[config.mk]
export PLATFORM = sky130hd
export DESIGN_NAME = vga_sprite_compositor
export DESIGN_NICKNAME = d
export VERILOG_FILES = /design/src/rtl/smash_vga_pkg.sv /design/src/rtl/rect_hit.sv /design/src/rtl/vga_sprite_compositor.sv
export SDC_FILE = /design/constraint.sdc
export NUM_CORES = 1
export LEC_CHECK = 0
export CAP_MARGIN = 20
export CORE_ASPECT_RATIO = 1.75
export CORE_MARGIN = 10
export CORE_UTILIZATION = 37
export CTS_BUF_LIST = sky130_fd_sc_hd__clkbuf_8
export CTS_CLUSTER_DIAMETER = 40
export DETAILED_ROUTE_END_ITERATION = 6
export PLACE_DENSITY_LB_ADDON = 0.3
export SYNTH_ARGS = -nofsm -noshare
export SYNTH_HDL_FRONTEND = slang
export SYNTH_SLANG_ARGS = --single-unit
[constraint.sdc]
create_clock -name clock -period 5.4 [get_ports clock]
set_clock_uncertainty 0.05 [all_clocks]
set_input_delay 0.54 -clock clock [delete_from_list [all_inputs] [get_ports clock]]
set_output_delay 0.54 -clock clock [all_outputs]
set_load 0.02 [all_outputs]
[src/rtl/smash_vga_pkg.sv]
// smash_vga_pkg: shared VGA timing constants, pixel class codes and player bundle layout
package smash_vga_pkg;

  localparam int H_ACTIVE     = 640;
  localparam int H_FP_END     = 656;
  localparam int H_SYNC_END   = 752;
  localparam int H_TOTAL      = 800;
  localparam int V_ACTIVE     = 480;
  localparam int V_SYNC_START = 490;
  localparam int V_SYNC_END   = 492;
  localparam int V_TOTAL      = 525;

  typedef enum logic [1:0] {
    PIX_BG    = 2'd0,
    PIX_STAGE = 2'd1,
    PIX_P1    = 2'd2,
    PIX_P2    = 2'd3
  } pix_sel_e;

  // Bundle field offsets, shared with vga_coprocessor
  localparam int B_X_LSB    = 112;
  localparam int B_Y_LSB    = 96;
  localparam int B_W_LSB    = 80;
  localparam int B_H_LSB    = 64;
  localparam int B_CTRL_LSB = 32;
  localparam int B_ATK_LSB  = 0;

  // Only the fields the compositor uses are shadowed
  typedef struct packed {
    logic [15:0] x;
    logic [15:0] y;
    logic [15:0] w;
    logic [15:0] h;
    logic        atk;
  } sprite_t;

  function automatic sprite_t bundle_sprite(input logic [127:0] b);
    return {b[B_X_LSB+:16], b[B_Y_LSB+:16], b[B_W_LSB+:16], b[B_H_LSB+:16], b[B_ATK_LSB]};
  endfunction

endpackage

[src/rtl/rect_hit.sv]
// rect_hit: combinational point-in-rectangle test with 1-px outer ring flag, 17-bit sums so nothing wraps
module rect_hit
  import smash_vga_pkg::*;
(
  input  logic [9:0]  h_i,
  input  logic [9:0]  v_i,
  input  logic [15:0] x_i,
  input  logic [15:0] y_i,
  input  logic [15:0] w_i,
  input  logic [15:0] h_size_i,
  output logic        hit_o,
  output logic        edge_o
);

  logic [16:0] hh, vv, x0, y0, x1, y1;

  // half-open bounds [x, x+w) x [y, y+h); empty when w or h is zero
  always_comb begin
    hh = {7'd0, h_i};
    vv = {7'd0, v_i};
    x0 = {1'b0, x_i};
    y0 = {1'b0, y_i};
    x1 = x0 + {1'b0, w_i};
    y1 = y0 + {1'b0, h_size_i};
    hit_o = hh >= x0 && hh < x1 && vv >= y0 && vv < y1;
    edge_o = hit_o && (hh == x0 || hh == x1 - 17'd1 || vv == y0 || vv == y1 - 17'd1);
  end

endmodule

[src/rtl/vga_sprite_compositor.sv]
// vga_sprite_compositor: 640x480@60 timing, per-frame sprite shadow latch, per-pixel class and attack highlight (SPRITE_BORDER_EN adds a hitbox outline)
module vga_sprite_compositor
  import smash_vga_pkg::*;
#(
  parameter int          CLK_DIV = 2,
  parameter logic [15:0] STAGE_X = 16'h0143,
  parameter logic [15:0] STAGE_Y = 16'h0014,
  parameter logic [15:0] STAGE_W = 16'h01fa,
  parameter logic [15:0] STAGE_H = 16'h00c8
) (
  input  logic         clock,
  input  logic         reset,
  input  logic [127:0] p1VGA,
  input  logic [127:0] p2VGA,
  output logic         hsync,
  output logic         vsync,
  output logic         blank_n,
  output logic [9:0]   hcount,
  output logic [9:0]   vcount,
  output logic [1:0]   pixel_sel,
  output logic         attack_hl,
  output logic         frame_start,
  output logic [15:0]  frame_count
);

  localparam int DIV_W = (CLK_DIV > 1) ? $clog2(CLK_DIV) : 1;

  logic [DIV_W-1:0] div_q, div_d;
  logic             pix_tick, latch, vis, hl_d;
  logic [9:0]       h_q, h_d, v_q, v_d;
  sprite_t          s1_q, s2_q;
  logic             hit1, hit2, hit_st, edge1, edge2, edge_st;
  pix_sel_e         sel_d, sel_q;
  logic             hsync_q, vsync_q, blank_q, hl_q, fs_q;
  logic [9:0]       hc_q, vc_q;
  logic [15:0]      fc_q;
  logic             unused;

  // pixel divider and raster counter next state; latch fires on the tick at (0, V_ACTIVE)
  always_comb begin
    pix_tick = div_q == DIV_W'(CLK_DIV - 1);
    div_d = pix_tick ? '0 : div_q + DIV_W'(1);
    h_d = (h_q == 10'(H_TOTAL - 1)) ? '0 : h_q + 10'd1;
    v_d = (h_q != 10'(H_TOTAL - 1)) ? v_q : (v_q == 10'(V_TOTAL - 1)) ? '0 : v_q + 10'd1;
    latch = pix_tick && h_q == '0 && v_q == 10'(V_ACTIVE);
  end

  rect_hit u_p1 (
    .h_i(h_q), .v_i(v_q), .x_i(s1_q.x), .y_i(s1_q.y), .w_i(s1_q.w), .h_size_i(s1_q.h),
    .hit_o(hit1), .edge_o(edge1)
  );

  rect_hit u_p2 (
    .h_i(h_q), .v_i(v_q), .x_i(s2_q.x), .y_i(s2_q.y), .w_i(s2_q.w), .h_size_i(s2_q.h),
    .hit_o(hit2), .edge_o(edge2)
  );

  rect_hit u_stage (
    .h_i(h_q), .v_i(v_q), .x_i(STAGE_X), .y_i(STAGE_Y), .w_i(STAGE_W), .h_size_i(STAGE_H),
    .hit_o(hit_st), .edge_o(edge_st)
  );

  // pixel class with P1 > P2 > stage priority; highlight follows the winning player only
  always_comb begin
    vis = h_q < 10'(H_ACTIVE) && v_q < 10'(V_ACTIVE);
    sel_d = !vis ? PIX_BG : hit1 ? PIX_P1 : hit2 ? PIX_P2 : hit_st ? PIX_STAGE : PIX_BG;
`ifdef SPRITE_BORDER_EN
    hl_d = vis && (hit1 ? (s1_q.atk || edge1) : (hit2 && (s2_q.atk || edge2)));
`else
    hl_d = vis && (hit1 ? s1_q.atk : (hit2 && s2_q.atk));
`endif
  end

`ifdef SPRITE_BORDER_EN
  assign unused = ^{p1VGA[B_H_LSB-1:B_ATK_LSB+1], p2VGA[B_H_LSB-1:B_ATK_LSB+1], edge_st};
`else
  assign unused = ^{p1VGA[B_H_LSB-1:B_ATK_LSB+1], p2VGA[B_H_LSB-1:B_ATK_LSB+1], edge_st, edge1, edge2};
`endif

  // divider, counters, shadow latch and outputs; outputs trail the counters by one pixel tick
  always_ff @(posedge clock or negedge reset) begin
    if (!reset) begin
      div_q   <= '0;
      h_q     <= '0;
      v_q     <= '0;
      s1_q    <= '0;
      s2_q    <= '0;
      hsync_q <= 1'b1;
      vsync_q <= 1'b1;
      blank_q <= 1'b0;
      hc_q    <= '0;
      vc_q    <= '0;
      sel_q   <= PIX_BG;
      hl_q    <= 1'b0;
      fs_q    <= 1'b0;
      fc_q    <= '0;
    end else begin
      div_q <= div_d;
      fs_q  <= latch;
      if (pix_tick) begin
        h_q     <= h_d;
        v_q     <= v_d;
        hsync_q <= !(h_q >= 10'(H_FP_END) && h_q < 10'(H_SYNC_END));
        vsync_q <= !(v_q >= 10'(V_SYNC_START) && v_q < 10'(V_SYNC_END));
        blank_q <= vis;
        hc_q    <= h_q;
        vc_q    <= v_q;
        sel_q   <= sel_d;
        hl_q    <= hl_d;
      end
      if (latch) begin
        s1_q <= bundle_sprite(p1VGA);
        s2_q <= bundle_sprite(p2VGA);
        fc_q <= fc_q + 16'd1;
      end
    end
  end

  assign hsync       = hsync_q;
  assign vsync       = vsync_q;
  assign blank_n     = blank_q;
  assign hcount      = hc_q;
  assign vcount      = vc_q;
  assign pixel_sel   = sel_q;
  assign attack_hl   = hl_q;
  assign frame_start = fs_q;
  assign frame_count = fc_q;

endmodule
==> metrics.md <==
| Metric | Value |
|---|---|
| Status | `completed` |
| CP max stage cell | `or4_4` |
| Gr usage total | `16.20%` |
| # port buffers | `174` |
| CTS Buf Count | `17` |
| Post-synth top area cell | `dfrtp_1` |
| Sequential share of power | `55.0%` |
| NumNets Final | `1798` |
| Peak Freq | `228.1 MHz` |
| Seq cells post-synth | `194` |
| Crit-path leading delay family | `compound AO/OA/AOI/OAI gates` |
| Switch share | `24.00%` |
| H-tree depth | `4` |
| Relative max-transition margin | `46.54%` |
| Clock share of power | `40.2%` |
| Most area-consuming cells after synthesis | `dfrtp_1 (38%), ha_1 (15%), mux2_1 (8.2%)` |
| Yosys top cell area share | `38.27%` |
| Worst stage delay on the critical path | `550 ps` |
| Post-route ant nets | `0` |
| Cell row count | `89` |
| Post-synth net total | `1641` |
| Placer Congestion | `0.8521` |
| FILL cells | `3309` |
| RSZ-0062 raised after global routing | `no` |
| WP data required | `5770 ps` |
| CTS tree | `yes` |
| Prevailing post-synth register cell | `dfrtp_1` |
| Die H | `263.7 µm` |
| Later-pin clock latency in the skew report | `520 ps` |
| Kind of critical path | `reg2reg` |
| FF-to-FF path depth | `16` |
| Largest net degree at the start of global routing | `128` |
| Total leakage power | `7.474 nW` |
| Cell internal pwr | `2.008 mW` |
| Share of synthesized registers carrying an async set or reset | `100.0%` |
| Slew Limit Fails | `0` |
| Startpoint types | `flip-flop` |
| 1st-pass router iterations | `4` |
| Drt via density | `5.307` |
| Setup crit end kind | `flip-flop` |
| First-pass GRT wire length | `54770 µm` |
| Logic pwr share | `4.9%` |
| Worst Max-Slew Pin Slew | `794.5 ps` |
| Drt wl/cell | `18.35 µm` |
| CTS clk-pin slew, worst paths | `110 ps` |
| Setup crit end | `attack_hl$_DFFE_PN0P_` |
| Fin crit share | `81.18%` |
| Post-Syn Area | `12550 µm²` |
| Post-synthesis compound-gate area fraction | `16.41%` |
| Post-synthesis xor/xnor area fraction | `4.325%` |
| Synth Area in Simple Gates | `11.97%` |
| Initial antenna violation count | `2` |
| DRC | `0` |
| Clock Tree Buf Depth | `2` |
| Power Dens Cells | `173.7 nW/µm²` |
| Yosys cell types | `77` |
| Max Cap Viol | `0` |
| Crit path DAT | `4760 ps` |
| Number of synthesized flops with an enable pin | `0` |
| Area of the multi-input gates | `7308 µm²` |
| Share of cells above drive strength 1 | `5.631%` |
| Minimum clock period | `4383 ps` |
| Worst hold path cell count | `1` |
| CTS Sinks | `194` |
| Final WL | `34120 µm` |
| Post-synth top cells | `dfrtp_1 (192), ha_1 (146), nand2_1 (97), mux2_1 (91), o21ai_1 (64)` |
| Register area | `4857 µm²` |
| Die area | `41990 µm²` |
| Seq/Total Area, Yosys | `38.69%` |
| Crit Path Max Fanout | `5` |
| Hold crit path type | `reg2reg` |
| Worst-path cell chain | `ha_1 -> a211oi_2 -> o21ai_2 -> a2111oi_4 -> or3_1 -> nand2_1 -> ha_1 -> nor2_1 -> a2111oi_0 -> nand3_1 -> a21o_1 -> a32oi_1 -> o311ai_0 -> or4_4 -> and2_4 -> o41ai_2` |
| Vias in the first global route | `10250` |
| Vias | `9866` |
| Worst VDD drop | `0.0001692 V` |
| Crit path from | `s1_q[18]$_DFFE_PN0P_` |
| Post-layout util | `45.22%` |
| Final hold viol count | `0` |
| Initial Util | `37.33%` |
| Yosys warning count | `0` |
| Synthesized area per cell | `10.18 µm²` |
| Synth Area in Adders | `15.19%` |
| Reg2reg start | `s1_q[18]$_DFFE_PN0P_` |
| Most frequent cell after synthesis | `dfrtp_1` |
| Layout area overhead | `21.12%` |
| Overflow after GRT | `0` |
| CTS root buffer | `clkbuf_8` |
| TNS Setup | `0 ps` |
| Worst Path Buf+Inv | `0` |
| Reg2reg setup slack | `1020 ps` |
| Main combinational cell family by area after synthesis | `compound AO/OA/AOI/OAI gates` |
| DIE WIDTH | `159.2 µm` |
| DRT iter0 DRCs | `461` |
| Core Footprint | `33630 µm²` |
| Mux contribution to synthesized area | `10.28%` |
| Mapped Cells | `1233` |
| CP dominant cell by count | `ha_1` |
| Net Sw Power | `0.6339 mW` |
| Final setup vio count | `0` |
| Crit Reg-Reg Endpoint | `attack_hl$_DFFE_PN0P_` |
| Critical path depth in cells | `16` |
| Total power | `2.642 mW` |
| Num ports | `301` |
| Detailed placement HPWL | `26260 µm` |
==> layer usage <==
| metal | vias up | part of all wire [%] | track usage, % |
|---|---|---|---|
| met5 | - | 0.053 | 0 |
| met4 | 2 | 2.1 | 5.454 |
| met3 | 38 | 3.7 | 3.005 |
| met2 | 197 | 54 | 30.38 |
| met1 | 4778 | 40 | 17.80 |
| li1 | 4851 | - | - |
==> sequential cells by signal, summed over array words and instances, names as in the netlist <==
name,count
vsync,1
s2_q,65
v_q,10
hcount,10
vcount,10
blank_n,1
hsync,1
div_q,1
h_q,10
frame_start,1
attack_hl,1
s1_q,65
pixel_sel,2
frame_count,16
==> per-stage QoR <==
step | area (µm²) | cells | hold WS, ps | setup slack (ps)
after floorplan | 12550 | 1233 | 194.4 | 1498
after global placement | 14770 | 1825 | 409.0 | 1071
after detailed placement | 14770 | 1825 | 414.9 | 1048
after CTS | 15200 | 1858 | 432.0 | 1015
after global routing | 15210 | 1859 | 444.6 | 671.2
final | 15210 | 1859 | 429.7 | 1017
==> cells by family (layout without fill, tap and decap cells) <==
group | after synthesis | count (layout)
fa+ha+maj | 150 | 150
other cells | 0 | 1
simple gates | 297 | 297
buf+inv | 104 | 274
xor+xnor | 62 | 62
compound gates | 311 | 311
mux | 115 | 115
flops | 194 | 194
==> how the worst min path moves through the flow <==
stage,to,slack [ps],start
after floorplan,attack_hl$_DFFE_PN0P_,190,reset
final,frame_count[15]$_DFFE_PN0P_,430,frame_count[15]$_DFFE_PN0P_
after global routing,frame_count[15]$_DFFE_PN0P_,440,frame_count[15]$_DFFE_PN0P_
after global placement,frame_count[15]$_DFFE_PN0P_,410,frame_count[15]$_DFFE_PN0P_
after detailed placement,frame_count[15]$_DFFE_PN0P_,410,frame_count[15]$_DFFE_PN0P_
after CTS,frame_count[15]$_DFFE_PN0P_,430,frame_count[15]$_DFFE_PN0P_
==> area by class of cell <==
type	instances	area share, %
Antenna cell	1	0.01646
Clock buffer	17	1.539
Clock inverter	15	1.259
Inverter	64	1.580
Multi-Input combinational cell	935	48.06
Sequential cell	194	31.94
Tap cell	455	3.744
Timing Repair Buffer	178	11.86
==> cells in the final DEF (no fill, tap or decap), types with 18 or more instances in the layout <==
cell type	netlist	routed
o21ai_1	64	64
nand2_1	97	97
a21oi_1	56	56
ha_1	146	146
nand4_1	18	18
nor3_1	21	21
mux2_2	20	20
nand2b_1	18	18
inv_1	62	62
xor2_1	25	25
a211oi_1	19	19
clkbuf_8	0	18
nand3_1	24	24
dfrtp_1	192	192
nor2_1	45	45
a21o_1	40	40
mux2_1	91	91
xnor2_1	37	37
clkdlybuf4s50_1	0	173
o21ai_0	37	37
==> power by group through the flow <==
stage	clock [mW]	sequential, mW	combinational, mW
3_3_place_gp	0	1.48	0.130
3_5_place_dp	0	1.48	0.130
6_report	1.06	1.45	0.128
4_1_cts	1.10	1.45	0.132
5_1_grt	1.16	1.45	0.139
2_1_floorplan	0	1.48	0.000947
==> worst reg2reg max path: stages, from the launching register on <==
cell and delay, ps:
dfrtp_1 410, ha_1 320, a211oi_2 300, o21ai_2 130, a2111oi_4 470, or3_1 200, nand2_1 70, ha_1 270
nor2_1 40, a2111oi_0 440, nand3_1 150, a21o_1 180, a32oi_1 170, o311ai_0 160, or4_4 550, and2_4 200
o41ai_2 180
==> timing repair <==
item | in CTS | in global routing
buffers inserted | 0 | 0
hold buffers | 1 | 0
gates resized for setup | 0 | 0
setup endpoints to repair | 0 | 0
hold endpoints to repair | 67 | 0
(Power assumes the default switching activity.)
==> RTL change 1 (same settings) <==
The option `SPRITE_BORDER_EN` is turned on by a define.
--- a/src/rtl/vga_sprite_compositor.sv
+++ b/src/rtl/vga_sprite_compositor.sv
@@ -1,2 +1,4 @@
 // vga_sprite_compositor: 640x480@60 timing, per-frame sprite shadow latch, per-pixel class and attack highlight (SPRITE_BORDER_EN adds a hitbox outline)
+`define SPRITE_BORDER_EN
+
 module vga_sprite_compositor
Function: no difference found for any inputs over 10 cycles, from zero or initial values and one cycle with reset low; that may be too few to reach the edited logic, so the function may still have changed.
==> RTL change 1 against the unedited design <==
- synthesized area grew 16%
- sequential cell count is the same
- power shrank 3.1%
- first-iteration DRC count grew 12%
- wire length grew 16%
- maximum frequency shrank 2.1%
- cell area grew 13%
- count of clock-buffer cells in the layout is the same
- setup slack lost 0.094 ns
- synthesized cell count grew 21%
- worst hold slack lost 0.00064 ns
- highest routed layer is now met4
==> RTL change 1: results (changes against the unedited design) <==
status complete, no violations; multiplexer share of the synthesized area 0.0922 (-0.0106); Clock-cell share 0.0224 (-0.00562); Post-Syn Nets 1908 (+16%); count of filler cells inserted in the layout 3740 (+13%); synth unique cells 111 (+44%); number of antenna violations at the first check in global routing 2 (unchanged); Routed Antenna Nets 0 (unchanged); hpwl dp 31.3 mm (+19%); max layer used met4; worst setup path start s2_q[49]; Buffers, non-clock 184 (+3.4%); met3 WL post-DR 1.33 mm (+5.1%); first-pass GRT wire length 64.1 mm (+17%); Post-synth top cells 192 x dfrtp_1, 154 x ha_1, 114 x mux2_2, 102 x nand2_1, 93 x o21ai_0; Multi-input comb cells 1159 (+24%); inverters 86 (+34%); Net Sw Frac 0.252 (+0.0117); met2 WL post-DR 22.1 mm (+21%); drt first pass iters 5 (+1); port bufs 174 (unchanged); xor and xnor fraction of the mapped netlist area 0.0827 (+0.0394); top cells by area, synth dfrtp_1 33%, ha_1 13%, mux2_2 8.8%, xnor2_1 4.7%, o21ai_0 3.2%; R2R Setup Slk 0.92 ns (-0.09 ns); share of cells above drive strength 1 0.131 (+0.0743); Metal-1 WL 15.1 mm (+9.3%); pre-CTS WS 0.906 ns (-0.143 ns); Final GP Congestion 0.853 (+0.11%); Seq area share 0.283 (-0.0367); Avg WL per Cell 18.5 um (+0.89%); Non-clock buffers, area share 0.107 (-0.0117); Peak VDD IR 0.000133 V (-22%); Via density 5.45 (+2.7%); Crit path largest cell delay 0.43 ns (-0.12 ns); Least-Margin Pin Slew 0.971 ns (+0.177 ns); Crit Path Max Fanout 6 (+1); Synth Area in Compound Gates 0.155 (-0.00903); Worst R2R Path Depth 17 (+1); Slowest-stage cell, CP fa_1; ant diodes 2 (+1); vias in the first global route 12.4k (+21%); Initial DRC Count 516 (+12%); adder-cell share of the synthesized area 0.138 (-0.0142); multi-input logic area 9160 um2 (+25%); Final Net Count 2058 (+14%); CP arrival 4.88 ns (+0.12 ns)
==> RTL change 1: metrics by stage <==
stage	cell area [um2]	instances	power (mW)
2_1_floorplan	14600	1492	1.48
3_3_place_gp	16800	2112	1.61
3_5_place_dp	16800	2112	1.61
4_1_cts	17200	2144	2.61
5_1_grt	17200	2145	2.67
6_report	17200	2146	2.56
==> RTL change 1: worst min-delay path by stage <==
stage                     from         endpoint  slack (ns)  cells after the start
2_1_floorplan            reset        attack_hl        0.19                      0
3_3_place_gp   frame_count[15]  frame_count[15]        0.41                      1
3_5_place_dp   frame_count[15]  frame_count[15]        0.41                      1
4_1_cts        frame_count[15]  frame_count[15]        0.43                      1
5_1_grt        frame_count[15]  frame_count[15]        0.46                      1
6_report       frame_count[15]  frame_count[15]        0.43                      1
==> RTL change 1: metal layers <==
metal	vias up	global-route usage
met5	-	0
met4	0	0.0673
met3	64	0.0302
met2	198	0.321
met1	5704	0.172
li1	5732	-
==> RTL change 2 (same settings) <==
Made on the original files. Make the reset (`reset`) synchronous in one clocked block.
--- a/src/rtl/vga_sprite_compositor.sv
+++ b/src/rtl/vga_sprite_compositor.sv
@@ -80,3 +80,3 @@
   // divider, counters, shadow latch and outputs; outputs trail the counters by one pixel tick
-  always_ff @(posedge clock or negedge reset) begin
+  always_ff @(posedge clock) begin
     if (!reset) begin
Check against the original RTL: differs if reset is asserted again (counterexample within 4 cycles, from zero or initial values and one cycle with reset low); with reset held inactive, the same outputs for 10 cycles.
==> RTL change 2 against the unedited design <==
- sequential cell count unchanged
- cell area decreased by 5.2%
- power decreased by 4.1%
- setup slack improved by 0.13 ns
- synthesized area decreased by 4.5%
- critical path depth increased by 1
- critical endpoint is now attack_hl
- wire length decreased by 2.3%
- via count increased by 8.8%
==> RTL change 2: results (changes against the unedited design) <==
share of cells above drive strength 1 0.0395 (-0.0168); Leakage 5.57 nW (-26%); Seq/Total Area, Yosys 0.324 (-0.0630); pre-CTS WS 1.14 ns (+0.0944 ns); GR Util met3 0.0315 (+0.00140); met1 Track Usage GR 0.175 (-0.00315); hpwl dp 25.5 mm (-3.0%); setup bufs post-CTS 0 (unchanged); vias in the first global route 11.0k (+7.3%); setup TNS 0 ns (unchanged); largest net degree at the start of global routing 137 (+7.0%); synth unique cells 77 (unchanged); ys async rst share 0 (-1.00); Initial DRC Count 392 (-15%); grt met2 use 0.309 (+0.00557); top cells by area, synth dfxtp_1 32%, ha_1 15%, nand2_1 10%, a21oi_1 7.4%, xor2_1 3.2%; overall routed net length 33.3 mm (-2.3%); first-pass GRT wire length 54.5 mm (-0.56%); Final Net Count 2043 (+14%); drt first pass iters 5 (+1); DP Area 14000 um2 (-4.9%); Post-Syn Nets 1909 (+16%); Final GP Congestion 0.880 (+3.3%); Post-synth top cells 323 x nand2_1, 194 x dfxtp_1, 177 x a21oi_1, 146 x ha_1, 98 x nor2_1; CTS root buf clkbuf_8; Peak VDD IR 0.000158 V (-6.6%); CP arrival 4.62 ns (-0.14 ns); Worst slew margin 0.370 (-0.0950); GRT Total Usage 0.165 (+0.00291); via count 10.7k (+8.8%); Ys Warns 0 (unchanged); status complete, no violations; Crit Path Max Fanout 4 (-1); clock transition at the registers of the reported paths approximately 0.1 ns; number of antenna violations at the first check in global routing 1 (-1); Worst Hold Class reg2reg; port bufs 174 (unchanged); Crit path largest cell delay 0.40 ns (-0.15 ns); Slowest-stage cell, CP dfxtp_1
## RTL change 2: cell types whose count changed in the layout (fill, tap and decap cells not counted), sizes merged, moves of 8 or more
cell and change:
nor2 +52, dfrtp -192, mux2i +25, a21o -11, a211oi -8, xor2 +19
mux2 -109, o211ai +11, o21ai -55, dfxtp +194, xnor2 -14, a21oi +124
nand2 +226
## RTL change 2: worst paths after layout
| path | from | endpoint | slack [ns] | depth (start not counted) |
|---|---|---|---|---|
| worst max-delay path | s2_q[50] | attack_hl | 1.15 | 17 |
| worst max register to register | s2_q[50] | attack_hl | 1.15 | 17 |
| worst min-delay path | s2_q[0] | s2_q[0] | 0.41 | 2 |
| worst min register to register | s2_q[0] | s2_q[0] | 0.41 | 2 |
## RTL change 2: metrics by stage
stage | hold WS [ns] | cells
global placement | 0.385 | 2015
detailed placement | 0.398 | 2016
CTS | 0.411 | 2047
floorplan | 0.378 | 1501
finish | 0.410 | 2048
global route | 0.429 | 2048
## RTL change 2: worst max-delay path, delay by kind of cell, from the launching register on
kind	cells	cell delay, ns
AO/OA/AOI/OAI	9	2.05
XOR/XNOR	1	0.18
adder cells (fa/ha/maj)	2	0.53
flip-flops	1	0.40
multiplexers	1	0.16
AND/OR/NAND/NOR	4	0.80
## RTL change 2: metal layers
metal / share of wire / vias up
li1: - / 5524
met3: 0.037 / 45
met4: 0.027 / 0
met5: 0 / -
met1: 0.41 / 4974
met2: 0.53 / 189
## RTL change 2: cell families after synthesis
group | synth area share
AOI/OAI and AO/OA | 0.188
xor gates and xnor gates | 0.0489
adders and majority gates | 0.159
buffers and inverters | 0.0407
DFF | 0.324
muxes | 0.0261
and+or+nand+nor | 0.214
## RTL change 2: layout make-up
cell class,count,area [um2]
fill,3211,17700
multi-input combinational,1180,7630
sequential,194,3880
timing repair buffer,179,1790
tap,400,500
clock buffer,19,262
inverter,63,239
clock inverter,12,109
antenna,1,2.50
## RTL change 2: report_power, final
| group | switching [mW] | internal (mW) | leakage, nW | total (mW) |
|---|---|---|---|---|
| Clock | 0.541 | 0.389 | 0.199 | 0.930 |
| Sequential | 0.0131 | 1.43 | 1.56 | 1.45 |
| Combinational | 0.0534 | 0.104 | 3.81 | 0.158 |
